--- src/rtl/uart_pkg.sv ---
// Shared UART types and sizing, used by the receiver and the transmitter blocks.
package uart_pkg;

  localparam int UART_DATA_W      = 8;
  localparam int UART_SYNC_STAGES = 2;

  typedef enum logic [2:0] {
    IDLE,
    START,
    DATA,
    PARITY,
    STOP,
    BREAK
  } uart_rx_st_t;

endpackage

--- src/rtl/uart_sync2.sv ---
// Flop-chain synchronizer for an asynchronous single-bit input, with a selectable reset value.
module uart_sync2
  import uart_pkg::*;
#(
  parameter logic RST_VAL = 1'b1
) (
  input  logic clk,
  input  logic rst,
  input  logic d,
  output logic q
);

  logic [UART_SYNC_STAGES-1:0] ff;

  always_ff @(posedge clk) begin
    if (rst) begin
      ff <= {UART_SYNC_STAGES{RST_VAL}};
    end else begin
      ff <= {ff[UART_SYNC_STAGES-2:0], d};
    end
  end

  assign q = ff[UART_SYNC_STAGES-1];

endmodule

--- src/rtl/uart_rx_frame.sv ---
// UART receiver: start, 8 data bits MSB-first, optional even parity, stop; one-cycle byte strobe.
// Define UART_RX_PARITY_EN to include the parity bit; otherwise frames are start+8+stop and rx_perr is 0.
//
// state  | meaning
// IDLE   | line idle, waiting for a low level
// START  | start bit seen, re-check at half a bit to reject glitches
// DATA   | sampling 8 data bits at bit centres
// PARITY | sampling the even-parity bit
// STOP   | sampling the stop bit, byte delivered on the next cycle
// BREAK  | stop bit was low, waiting for the line to return high
module uart_rx_frame
  import uart_pkg::*;
#(
  parameter int CLKS_PER_BIT = 868
) (
  input  logic                   clk,
  input  logic                   rst,
  input  logic                   uart_rx,
  output logic [UART_DATA_W-1:0] rx_data,
  output logic                   rx_vld,
  output logic                   rx_perr,
  output logic                   rx_ferr,
  output logic                   rx_busy
);

  localparam int CNT_W = $clog2(CLKS_PER_BIT);
  localparam int BIT_W = $clog2(UART_DATA_W);
  localparam logic [CNT_W-1:0] CNT_LAST = CNT_W'(CLKS_PER_BIT - 1);
  localparam logic [CNT_W-1:0] CNT_HALF = CNT_W'(CLKS_PER_BIT / 2 - 1);
  localparam logic [BIT_W-1:0] BIT_LAST = BIT_W'(UART_DATA_W - 1);

  logic                   rxs;
  uart_rx_st_t            state, state_nxt;
  logic [CNT_W-1:0]       cnt, cnt_nxt;
  logic [BIT_W-1:0]       bit_cnt, bit_cnt_nxt;
  logic [UART_DATA_W-1:0] shift, shift_nxt;
  logic [UART_DATA_W-1:0] rx_data_nxt;
  logic                   rx_vld_nxt, rx_perr_nxt, rx_ferr_nxt;
  logic                   bit_tick;
`ifdef UART_RX_PARITY_EN
  logic                   perr_q, perr_nxt;
`endif

  uart_sync2 #(
    .RST_VAL(1'b1)
  ) u_sync (
    .clk(clk),
    .rst(rst),
    .d  (uart_rx),
    .q  (rxs)
  );

  assign bit_tick = (cnt == CNT_LAST);
  assign rx_busy  = (state != IDLE);

  always_comb begin
    state_nxt   = state;
    cnt_nxt     = bit_tick ? '0 : cnt + CNT_W'(1);
    bit_cnt_nxt = bit_cnt;
    shift_nxt   = shift;
    rx_data_nxt = rx_data;
    rx_vld_nxt  = 1'b0;
    rx_perr_nxt = rx_perr;
    rx_ferr_nxt = rx_ferr;
`ifdef UART_RX_PARITY_EN
    perr_nxt    = perr_q;
`endif
    case (state)
      IDLE: begin
        cnt_nxt = '0;
        if (!rxs) begin
          state_nxt   = START;
          bit_cnt_nxt = '0;
        end
      end
      START: begin
        if (cnt == CNT_HALF) begin
          cnt_nxt   = '0;
          state_nxt = rxs ? IDLE : DATA;
        end
      end
      DATA: begin
        if (bit_tick) begin
          shift_nxt   = {shift[UART_DATA_W-2:0], rxs};
          bit_cnt_nxt = bit_cnt + BIT_W'(1);
          if (bit_cnt == BIT_LAST) begin
`ifdef UART_RX_PARITY_EN
            state_nxt = PARITY;
`else
            state_nxt = STOP;
`endif
          end
        end
      end
`ifdef UART_RX_PARITY_EN
      PARITY: begin
        if (bit_tick) begin
          perr_nxt  = rxs ^ (^shift);
          state_nxt = STOP;
        end
      end
`endif
      STOP: begin
        if (bit_tick) begin
          // Byte is delivered even on a framing error; the flags tell the decoder.
          rx_vld_nxt  = 1'b1;
          rx_data_nxt = shift;
          rx_ferr_nxt = ~rxs;
`ifdef UART_RX_PARITY_EN
          rx_perr_nxt = perr_q;
`else
          rx_perr_nxt = 1'b0;
`endif
          state_nxt   = rxs ? IDLE : BREAK;
        end
      end
      BREAK: begin
        cnt_nxt = '0;
        if (rxs) begin
          state_nxt = IDLE;
        end
      end
      default: begin
        state_nxt = IDLE;
      end
    endcase
  end

  always_ff @(posedge clk) begin
    if (rst) begin
      state   <= IDLE;
      cnt     <= '0;
      bit_cnt <= '0;
      shift   <= '0;
      rx_data <= '0;
      rx_vld  <= 1'b0;
      rx_perr <= 1'b0;
      rx_ferr <= 1'b0;
`ifdef UART_RX_PARITY_EN
      perr_q  <= 1'b0;
`endif
    end else begin
      state   <= state_nxt;
      cnt     <= cnt_nxt;
      bit_cnt <= bit_cnt_nxt;
      shift   <= shift_nxt;
      rx_data <= rx_data_nxt;
      rx_vld  <= rx_vld_nxt;
      rx_perr <= rx_perr_nxt;
      rx_ferr <= rx_ferr_nxt;
`ifdef UART_RX_PARITY_EN
      perr_q  <= perr_nxt;
`endif
    end
  end

endmodule

--- config.mk ---
export PLATFORM = sky130hd
export DESIGN_NAME = uart_rx_frame
export DESIGN_NICKNAME = d
export VERILOG_FILES = /design/src/rtl/uart_pkg.sv /design/src/rtl/uart_sync2.sv /design/src/rtl/uart_rx_frame.sv
export SDC_FILE = /design/constraint.sdc
export NUM_CORES = 1
export LEC_CHECK = 0
export ABC_AREA = 1
export ABC_CLOCK_PERIOD_IN_PS = 2400
export BUFFER_PORTS_ARGS = -buffer_cell sky130_fd_sc_hd__buf_2
export CAP_MARGIN = 40
export CORE_ASPECT_RATIO = 0.6
export CORE_UTILIZATION = 34
export CTS_CLUSTER_SIZE = 24
export DETAILED_ROUTE_END_ITERATION = 8
export PLACE_DENSITY_LB_ADDON = 0.12
export RECOVER_POWER = 50
export SLEW_MARGIN = 30
export SYNTH_ARGS = -nofsm -noshare
export SYNTH_HDL_FRONTEND = slang
export SYNTH_SLANG_ARGS = --single-unit
--- constraint.sdc ---
create_clock -name clk -period 2.4 [get_ports clk]
set_input_delay 0.12 -clock clk [delete_from_list [all_inputs] [get_ports clk]]
set_output_delay 0.12 -clock clk [all_outputs]
set_load 0.01 [all_outputs]
# Yosys cells after proc, flatten, opt, wreduce, memory -nomap -nowiden
# Index checks and enable logic that the tools add are counted.
[totals]
latch_bits = 0
input_bits = 3
ramBits = 0
rom_bits = 0
memories = 0
reg_bits = 36
[classes]
n_shift = 0
mul = 0
n_reduce_logical = 9
n_lt_le_gt_ge = 0
n_addsub = 2
bitwise = 2
n_eq_ne = 13
muxes = 16
div = 0
[ops]
columns = ["op", "count"]
rows = [
  ["3-bit 2-to-1 mux", 9],
  ["10-bit 2-to-1 mux", 2],
  ["10-bit case mux with 2 select lines", 1],
  ["3-bit case mux with 5 select lines", 1],
  ["10-bit by 1-bit adder with 10-bit output, second input constant", 1],
  ["10-bit equality test, second input constant", 1],
  ["10-bit by 9-bit equality test with 1-bit output, second input constant", 1],
  ["2-bit != test, second input constant", 5],
  ["3-bit equality test, second input constant", 3],
  ["3-bit case mux with 2 select lines", 1],
  ["6-bit AND reduction", 1],
  ["2-bit AND reduction", 2],
  ["2-bit OR reduction", 2],
  ["3-bit by 1-bit adder with 3-bit output, second input constant", 1],
  ["3-bit by 1-bit equality test with 1-bit output, second input constant", 1],
  ["3-bit by 2-bit equality test with 1-bit output, second input constant", 1],
  ["3-bit logical NOT", 1],
  ["3-bit AND reduction", 1],
  ["3-bit nonzero test", 1],
  ["2-bit 2-to-1 mux", 1],
  ["2-bit by 1-bit != test with 1-bit output, second input constant", 1],
  ["1-bit inverter", 2],
  ["2-bit nonzero test", 1],
  ["1-bit 2-to-1 mux", 1],
]

# Depth between registers and ports, before layout
[logic_depth]
ltp_word = 4
ltp_mapped = 10
depth_no_buf = 10

# By module
# Synthesis repeated with hierarchy kept, for this count alone.
[hier_totals]
cells_unflattened = 219
hier_area_um2 = 1614.0
[by_module_without_submodules]
columns = ["mod", "n_inst", "area_per_inst_um2", "seq_area_each_um2", "cells_per_inst"]
rows = [
  ["uart_rx_frame", 1, 1555.2, 680.7, 212],
  ["uart_sync2", 1, 58.8, 40.0, 7],
]

# Worst setup path after synthesis
# Ideal clock, no wire load.
[synth_path]
path_kind = "reg2reg"
start = "register cnt[0]"
end = "register rx_data[0]"
path_buffers = 0
arrival_time_ps = 1269
slack_ps = 1015
synth_period_minus_slack_ps = 1385
path_stages_with_launch = 9
required_ps = 2284
setup_time_ps = 116
cell_sequence = "dfxtp_1 -> ha_1 -> nand2_1 -> nor2_4 -> nand3_4 -> nor2_8 -> inv_4 -> nor2_1 -> nor2_1"
[synth_via]
elab_chain_len = 2
[synth_lines]
columns = ["item", "line_no", "rtl"]
rows = [
  ["start, declared", "uart_rx_frame.sv:34", "logic [CNT_W-1:0] cnt, cnt_nxt;"],
  ["start signal, assigned", "uart_rx_frame.sv:144", "cnt <= cnt_nxt;"],
  ["10-bit equality test", "uart_rx_frame.sv:53", "assign bit_tick = (cnt == CNT_LAST);"],
  ["2-bit AND reduction (no source line)", "n/a", ""],
  ["end signal, assigned", "uart_rx_frame.sv:147", "rx_data <= rx_data_nxt;"],
  ["end, declared", "uart_rx_frame.sv:19", "output logic [UART_DATA_W-1:0] rx_data,"],
]
# No other way between the ends.
# A chain may end at the register's enable or synchronous reset.

# Worst setup path after layout
[layout_path]
start = "register cnt[0]"
end = "register rx_data[5]"
# Same word-level chain as after synthesis.

==> impl_summary.md <==
Run status
The flow ran to the end, and the final reports show no timing, DRC or antenna violations.

Setup path
The endpoint identified for the worst register-to-register timing path is rx_data[5]. Along the worst path, the maximum fanout reaches 10. The critical path is of the flip-flop to flip-flop type. The type of origin of the critical path is a flip-flop. The depth of the worst register-to-register path is 8.

In this run the worst setup path terminates at rx_data[5]. STA classifies the critical path endpoint as a flip-flop. Data on the critical path is required at its endpoint by 2.58 ns.

The critical path starts at cnt[0]. The setup check on the worst reg-to-reg path leaves a slack of 0.62 ns. The worst register-to-register path begins at cnt[0]. The data arrival at the endpoint of the critical path is roughly 2 ns.

Timing
In the finished design, the share of the clock period the worst path needs comes to 74.01%. The setup TNS is 0 ns. Setup repair after global routing left no endpoint under its margin. The highest clock rate is ~560 MHz. The number of max-slew violations in the final report is 0. The total setup violations reported at the end of the flow is 0. The time the worst path needs with I/O delays and setup is 1.776 ns. For the final database, setup skew stands at around 0.0064 ns. The number of endpoints with negative hold slack in the final report came to 0.

CTS
In this run the post-CTS setup repair buffer count came out at 0. The post-cts resize count is 0. The deepest clock path buffer count is 2. The clock tree synthesis step divided the H-tree into 2 levels.

The total CTS buffers is 5. The root buffer cell is sky130_fd_sc_hd__clkbuf_8. The clock latency on the worst-skew pair is 0.28 ns. The count of hold-fix buffers inserted at cts is 0. TritonCTS built the clock tree.

The sink count of the clock tree is 36. The clock transition at the registers of the reported paths is 0.07 ns.

Power
The worst IR drop on VDD is about 660 uV. Dividing total power by cell area gives a power density of 893.7 nW/um2. For this design the static power due to leakage is 0.0007769 uW.

Finish
The post-layout instance area is between 1500 and 2000 um2. The final cell count without fillers is 297. The number of nets at the end of the flow is 240. The most common cell after layout, fill and taps aside is sky130_fd_sc_hd__nor2_1.

The repair_antennas step left the layout with diodes totalling 0. Relative to the synthesized area, the layout overhead comes to 11.09%. The layout cell share with drive strength beyond 1 is 14.10%. Leaving out fill and tap cells, the most frequent cells in the layout are 62 x sky130_fd_sc_hd__nor2_1, 36 x sky130_fd_sc_hd__nand2_1, 36 x sky130_fd_sc_hd__dfxtp_1. The layout has 501 filler cells. The end-of-flow core utilization is 40.00%.

Synthesis
After synthesis, the cell types taking the most area are sky130_fd_sc_hd__dfxtp_1 43%, sky130_fd_sc_hd__nor2_1 14%, sky130_fd_sc_hd__nand2_1 8.1%. After technology mapping, the gate count stands at 215. The average instance area after synthesis is 7.763 um2. The number of nets produced by synthesis is between 200 and 250. For this run, the register share of the synthesized area comes to between 40% and 50%. The count of state elements after synthesis is 36. Yosys printed 0 warnings. The largest area contributor in the synthesized netlist is sky130_fd_sc_hd__dfxtp_1. The summed instance area of the synthesized netlist is 1669 um2.

Yosys mapped the design onto 30 distinct sky130hd cell types. The area share of the largest cell type after synthesis is 43.18%.

Global route
The number of global-route vias before repair was ~1200. The initial antenna violation count is 0. Entering global routing, the biggest net connects 18 pins.

The global-route wire length before repair is 5326 um. The overall global routing resource usage is a little over an eighth. For this run the aggregate overflow at the end of global routing stands at 0.

Die
The floorplan step set the die width to just over 90 um. The die covers around 5200 um2. The I/O pin total is 15.

The floorplan step set the die height to 56.27 um. The core region is between 4000 and 5000 um2. The initial cell density of the core is 36.01%.

The floorplan row count is 19.

Route
For this block, the initial DRC count from the detailed router was 37. The total via count in the routed design is 1280. The number of vias per cell after detailed routing is between 4 and 5. After detailed routing, the average wire length per cell comes to 10.35 um. The routed wire length is between 3000 and 4000 um.

In the routed design, unresolved DRC markers number 0. The detail route stage leaves a number of antenna-violating nets equal to 0. Before antenna repair, the detailed router went through 4 iterations.

Worst hold path
The path class of the lowest-slack min-delay path is primary input to flip-flop.

Placement
In this run the tool buffered the top-level ports with 13 buffer cells. After detailed placement, the design holds a cell count of a little under 300. In this run the cell area measured after placement is 1795 um2. The post-detailed-placement half-perimeter wirelength is 2336 um.

The congestion estimate from routability-driven global placement came to between 0.7 and 0.8.

Run
The tool flagged a number of max-cap violations equal to 0.
-- registers in the layout, summed over array words and instances, names as in the netlist --
name,cells
shift,8
bit_cnt,3
state,3
rx_ferr,1
cnt,10
rx_data,8
u_sync.ff,2
rx_vld,1
-- synth_stat cells --
library cell	n
sky130_fd_sc_hd__nor3_1	3
sky130_fd_sc_hd__nand2_1	36
sky130_fd_sc_hd__clkbuf_1	1
sky130_fd_sc_hd__nand3_2	1
sky130_fd_sc_hd__conb_1	1
sky130_fd_sc_hd__nand3_1	5
sky130_fd_sc_hd__nand2_2	3
sky130_fd_sc_hd__clkbuf_8	1
sky130_fd_sc_hd__ha_1	4
sky130_fd_sc_hd__o21ai_4	1
sky130_fd_sc_hd__buf_4	1
sky130_fd_sc_hd__inv_1	11
sky130_fd_sc_hd__nor4_1	1
sky130_fd_sc_hd__xnor2_1	2
sky130_fd_sc_hd__o21ai_1	1
sky130_fd_sc_hd__or2_2	2
sky130_fd_sc_hd__inv_4	1
sky130_fd_sc_hd__o21ai_0	18
sky130_fd_sc_hd__nand3_4	4
sky130_fd_sc_hd__nor2_2	3
sky130_fd_sc_hd__or2_0	1
sky130_fd_sc_hd__nor2_4	5
sky130_fd_sc_hd__xor2_1	3
sky130_fd_sc_hd__dfxtp_1	36
sky130_fd_sc_hd__nor2_1	61
sky130_fd_sc_hd__nor2_8	1
sky130_fd_sc_hd__a21oi_1	3
sky130_fd_sc_hd__inv_2	3
sky130_fd_sc_hd__nand2_4	1
sky130_fd_sc_hd__or2_1	1
-- per-layer routing --
metal / GRT usage (%) / wire length [um] / vias up / share of wire [%]
met5: 0 / 0 / - / 0
met4: 5.357 / 33 / 0 / 1.1
met3: 4.607 / 142 / 5 / 4.6
met2: 15.87 / 993 / 23 / 32
met1: 20.57 / 1903 / 546 / 62
li1: - / - / 706 / -
-- power breakdown --
group / internal [uW] / switching [uW] / leakage, uW / total [uW]
Combinational: 174 / 351 / 0.000434 / 525
Sequential: 640 / 52.7 / 0.000291 / 692
Clock: 229 / 211 / 0.0000510 / 440
-- layout make-up --
type | instances | area (um2) | area share, %
Inverter | 15 | 58.81 | 3.171
Clock buffer | 6 | 82.58 | 4.453
Sequential cell | 36 | 720.7 | 38.87
Clock inverter | 2 | 10.01 | 0.5398
Timing Repair Buffer | 14 | 58.81 | 3.171
Multi-Input combinational cell | 161 | 844.6 | 45.55
Tap cell | 63 | 78.83 | 4.251
-- logic make-up (layout without fill, tap and decap cells) --
group | count (synthesis) | count (layout) | synth area share [%]
AND/OR/NAND/NOR | 128 | 128 | 38.38
other | 1 | 1 | 0.2247
buffers and inverters | 18 | 37 | 5.022
flip-flops | 36 | 36 | 43.18
adder cells (fa/ha/maj) | 4 | 4 | 2.999
AO/OA/AOI/OAI | 23 | 23 | 7.571
XOR/XNOR | 5 | 5 | 2.624
-- through the flow --
stage | power [uW] | hold slack [ns] | setup slack, ns
floorplan | 1138 | 0.1891 | 1.015
global placement | 1256 | 0.3048 | 0.8487
detailed placement | 1242 | 0.3178 | 0.8307
CTS | 1688 | 0.01697 | 0.8173
global route | 1775 | 0.006024 | 0.4378
finish | 1657 | 0.02069 | 0.6237
-- how the worst min path moves through the flow --
stage	startpoint	to	slack (ns)	depth (start not counted)
2_1_floorplan	rst	rx_vld	0.19	1
3_3_place_gp	uart_rx	u_sync.ff[0]	0.30	2
3_5_place_dp	uart_rx	u_sync.ff[0]	0.32	2
4_1_cts	uart_rx	u_sync.ff[0]	0.02	2
5_1_grt	uart_rx	u_sync.ff[0]	0.006	2
6_report	uart_rx	u_sync.ff[0]	0.02	2
-- critical path, stage by stage, from the launching register on --
cell and delay (ns):
sky130_fd_sc_hd__dfxtp_1 0.42, sky130_fd_sc_hd__ha_1 0.24, sky130_fd_sc_hd__nand2_1 0.12, sky130_fd_sc_hd__nor2_4 0.09, sky130_fd_sc_hd__nand3_1 0.28, sky130_fd_sc_hd__nor2_8 0.26, sky130_fd_sc_hd__inv_4 0.10, sky130_fd_sc_hd__nor2_1 0.11
sky130_fd_sc_hd__nor2_1 0.06
(Power assumes the default switching activity.)
